<file path="config.mk">
export PLATFORM = sky130hd
export DESIGN_NAME = bp_table_sched
export DESIGN_NICKNAME = d
export VERILOG_FILES = /design/src/rtl/bp_table_sched.sv
export SDC_FILE = /design/constraint.sdc
export NUM_CORES = 1
export LEC_CHECK = 0
export CAP_MARGIN = 20
export CORE_MARGIN = 4
export CORE_UTILIZATION = 50
export DETAILED_ROUTE_END_ITERATION = 8
export GPL_TIMING_DRIVEN = 0
export PLACE_DENSITY_LB_ADDON = 0.25
export SYNTH_ARGS = -nofsm -noshare
export SYNTH_HDL_FRONTEND = slang
export SYNTH_SLANG_ARGS = --single-unit
</file>
<file path="constraint.sdc">
create_clock -name clk -period 1.7 [get_ports clk]
set_clock_uncertainty 0.2 [all_clocks]
set_input_delay 0.255 -clock clk [delete_from_list [all_inputs] [get_ports clk]]
set_output_delay 0.255 -clock clk [all_outputs]
set_load 0.01 [all_outputs]
</file>
<file path="src/rtl/bp_table_sched.sv">
// Branch-predictor pattern table (gshare-indexed 2-bit saturating counters) with a
// single-port access scheduler arbitrating round-robin between predict and update ports.
module bp_table_sched #(
    parameter int unsigned IDX_W   = 4,
    parameter int unsigned CNT_W   = 2,
    parameter int unsigned CNT_INI = 1
) (
    input  logic             clk,
    input  logic             rst,
    input  logic             pred_req,
    input  logic [IDX_W-1:0] pred_idx,
    output logic             pred_gnt,
    output logic             pred_vld,
    output logic             pred_taken,
    output logic [CNT_W-1:0] pred_cnt,
    input  logic             upd_req,
    input  logic [IDX_W-1:0] upd_idx,
    input  logic             upd_jump,
    output logic             upd_gnt,
    output logic             upd_done,
    output logic [IDX_W-1:0] ghr,
    output logic             busy
);

    localparam int unsigned      DEPTH   = 1 << IDX_W;
    localparam logic [CNT_W-1:0] CNT_MAX = '1;
    localparam logic [CNT_W-1:0] CNT_RST = CNT_W'(CNT_INI);

    typedef enum logic [1:0] {IDLE, PRED, UPD_RD, UPD_WR} state_t;
    typedef enum logic {PORT_PRED, PORT_UPD} port_t;

    state_t           state;
    port_t            rr_last;
    logic [CNT_W-1:0] tbl [DEPTH];
    logic [IDX_W-1:0] hidx;
    logic             jump_q;
    logic [CNT_W-1:0] tmp;

    // Grants only from IDLE; on a tie the port that did not win last time goes first.
    assign pred_gnt = (state == IDLE) && pred_req && (!upd_req || (rr_last == PORT_UPD));
    assign upd_gnt  = (state == IDLE) && upd_req && (!pred_req || (rr_last == PORT_PRED));
    assign busy     = (state != IDLE);

    function automatic logic [CNT_W-1:0] cnt_next(input logic [CNT_W-1:0] c, input logic up);
        if (up) begin
            return (c == CNT_MAX) ? c : c + CNT_W'(1);
        end
        return (c == '0) ? c : c - CNT_W'(1);
    endfunction

    // Scheduler FSM, table and GHR; reset aborts any in-flight access.
    always_ff @(posedge clk or negedge rst) begin
        if (!rst) begin
            state      <= IDLE;
            rr_last    <= PORT_UPD;
            hidx       <= '0;
            jump_q     <= 1'b0;
            tmp        <= '0;
            ghr        <= '0;
            pred_vld   <= 1'b0;
            pred_taken <= 1'b0;
            pred_cnt   <= '0;
            upd_done   <= 1'b0;
            for (int i = 0; i < DEPTH; i++) begin
                tbl[i] <= CNT_RST;
            end
        end else begin
            pred_vld <= 1'b0;
            upd_done <= 1'b0;
            case (state)
                IDLE: begin
                    if (pred_gnt) begin
                        hidx    <= pred_idx ^ ghr;
                        rr_last <= PORT_PRED;
                        state   <= PRED;
                    end else if (upd_gnt) begin
                        hidx    <= upd_idx ^ ghr;
                        jump_q  <= upd_jump;
                        rr_last <= PORT_UPD;
                        state   <= UPD_RD;
                    end
                end
                PRED: begin
                    pred_cnt   <= tbl[hidx];
                    pred_taken <= tbl[hidx][CNT_W-1];
                    pred_vld   <= 1'b1;
                    state      <= IDLE;
                end
                UPD_RD: begin
                    tmp   <= tbl[hidx];
                    state <= UPD_WR;
                end
                UPD_WR: begin
                    tbl[hidx] <= cnt_next(tmp, jump_q);
                    ghr       <= {ghr[IDX_W-2:0], jump_q};
                    upd_done  <= 1'b1;
                    state     <= IDLE;
                end
                default: state <= IDLE;
            endcase
        end
    end

endmodule

</file>
==> results.yml <==
yosys:
  synth_edf_count: 0
  netlist_top_cells_area: "dfrtp_1 (35%), dfstp_2 (19%), mux2_2 (17%)"
  yosysWarnings: 0
  netlist_area_um2: 2390
  ys_seq_area_share_pct: 53.2
  synth_fp_nets: 198
  ys_types: 30
  synth_common_cells: "mux2_2 (36), dfrtp_1 (33), dfstp_2 (17)"
  syn_avg_cell_area_um2: 12.9
  synth_flop_cell: "dfrtp_1"
  yosysTopAreaCell: "dfrtp_1"
  ys_async_sr_fraction_pct: 100
  synth_most_common_cell: "mux2_2"
  yosys.area.top_type_share_pct: 34.5
  synthCells: 185
  synth_seq_cells: 50
critical_path:
  end_kind: "flop"
  cp-start-kind: "flop"
  crit_fanout: 6
  r2r_cells: 6
  r2r_end: "pred_taken"
  required_ps: 1700
  r2r_setup_slack_ps: -230
  rr_startpoint: "hidx[0]"
  critPathArrivalTime_ps: 1930
  critPathKind: "reg -> reg"
cells_and_area:
  fin_area_um2: 3240
  syn2layout_area_growth_pct: 35.4
  layout-drive-gt1-share_pct: 56.4
  fin_cells: 286
  finalNetCount: 246
  antennaDiodeCount: 0
timing:
  max-slew-margin-rel_pct: 72.5
  holdWs_ps: 189
  max_freq_mhz: 517
  final_hold_viol_count: 0
  finalSetupViolCount: 38
  setup_ws_ps: -234
  period_share_pct: 114
  setup_tns_ps: -4640
  drv_slew: 0
  rsz0062_at_grt: "true"
  tightestPinTransition_ps: 412
  period_needed_ps: 1930
status:
  violations: "negative setup slack"
  status: "finished with violations"
grt:
  grt-ovfl-total: 0
  grt_use_total_pct: 19.8
  antenna_found_initial: 0
  grt_max_degree: 37
  grt_pass1_vias: 1832
  grt_pass1_wl_mm: 9.32
die:
  dieArea_um2: 5960
  coreArea_um2: 4500
  ios: 25
  rows: 24
  die_h_um: 77.2
  start_util_pct: 53.1
  die_width_um: 77.2
flow_run:
  cap_violations: 0
place:
  portBuffers: 24
  dp_cells: 262
  dpl_cell_area_um2: 2720
  gp_congestion: 0.862
  hpwlAfterDp_mm: 3.57
power:
  power_density_nw_per_um2: 1730
  ir_drop_v: 0.00103
  leakagePower_nw: 1.45
routing:
  via_per_inst: 5.92
  drtIter0Drc: 127
  vias: 1694
  drcViolationCount: 0
  postRouteAntennaNets: 0
  wl_mm: 5.46
  detail_route.wl_per_cell_um: 19.1
  first_pass_iters: 4
cts:
  clockBufferDepth: 2
  cts_root_buf: "clkbuf_8"
  clk_pin_slew_ps: 90
  cts_tree: "yes"
  numClockSinks: 50
  cts_max_level: 2
  numCtsBuffers: 5
  clk_latency_ps: 300
worst_hold_path:
  hp-class: "in -> async"
-- stage by stage --
step | utilization, % | setup slack (ps) | power, mW
floorplan | - | -113 | 3.47
global placement | 60.0 | -1050 | 4.08
detailed placement | 60.3 | -632 | 4.18
CTS | 69.8 | -261 | 5.40
global route | 72.0 | -310 | 5.96
finish | 72.0 | -234 | 5.61
-- worst max-delay path, stage by stage (launching register included) --
cell     delay [ps]
dfrtp_1         350
buf_6           130
buf_12          120
mux4_2          500
mux2i_2         180
a21oi_2         100
mux2_4          260
-- state kept, by name, indices dropped and copies added (netlist names), 2 cells and up --
name / cells
tbl: 32
ghr: 4
hidx: 4
state: 2
tmp: 2
-- logic make-up (layout without fill, tap and decap cells) --
family / count (synthesis) / count (layout) / share of synthesized area [%]
mux: 46 / 46 / 25.9
simple gates: 47 / 47 / 9.36
fa+ha+maj: 2 / 2 / 0.836
compound gates: 21 / 21 / 6.06
flops: 50 / 50 / 53.2
buf+inv: 19 / 68 / 4.65
-- per-layer routing --
metal	routed length, um	up-vias	global-route usage (%)	share of wire, %
met2	2710	52	32.6	50
met5	0	-	0	0
li1	-	771	-	-
met3	312	11	4.22	5.7
met1	2330	860	25.6	43
met4	97	0	7.65	1.8
-- worst max-delay path by stage --
stage,startpoint,end,slack (ps)
final,hidx[0],pred_taken,-230
after global routing,hidx[0],tmp[1],-310
after CTS,hidx[0],pred_taken,-260
after detailed placement,pred_req,upd_gnt,-630
after global placement,rst,tbl[7],-1050
after floorplan,hidx[0],pred_cnt[0],-110
-- final cells by class --
| cell class | instances | area [um^2] |
|---|---|---|
| timing repair buffer | 43 | 414 |
| buffer | 8 | 78.8 |
| inverter | 9 | 38.8 |
| multi-input combinational | 116 | 1280 |
| fill | 290 | 1260 |
| tap | 52 | 65.1 |
| clock buffer | 8 | 90.1 |
| sequential | 50 | 1280 |
-- where the power goes --
group	internal [mW]	switching (mW)	total [mW]
logic	1.49	1.33	2.82
clock network	0.332	0.365	0.698
registers	1.77	0.328	2.10
total	3.59	2.03	5.61
-- timing repair --
| action | in CTS | in global routing |
|---|---|---|
| pin swaps | 10 | 11 |
| resized for setup | 77 | 22 |
| hold buffers | 1 | 0 |
| setup buffers | 13 | 5 |
| setup endpoints to repair | 45 | 44 |
| endpoints found under the hold margin | 14 | 0 |
-- placed cells by master, fill, tap and decap left out, drive strengths merged, types with 5 or more instances in the layout --
master,count
clkdlybuf4s50,14
inv,9
mux2,36
dfrtp,33
nand2b,7
a21oi,6
mux4,8
buf,27
nand2,14
dfstp,17
nor3,5
clkbuf,11
nor2,13
(Power assumes the default switching activity.)
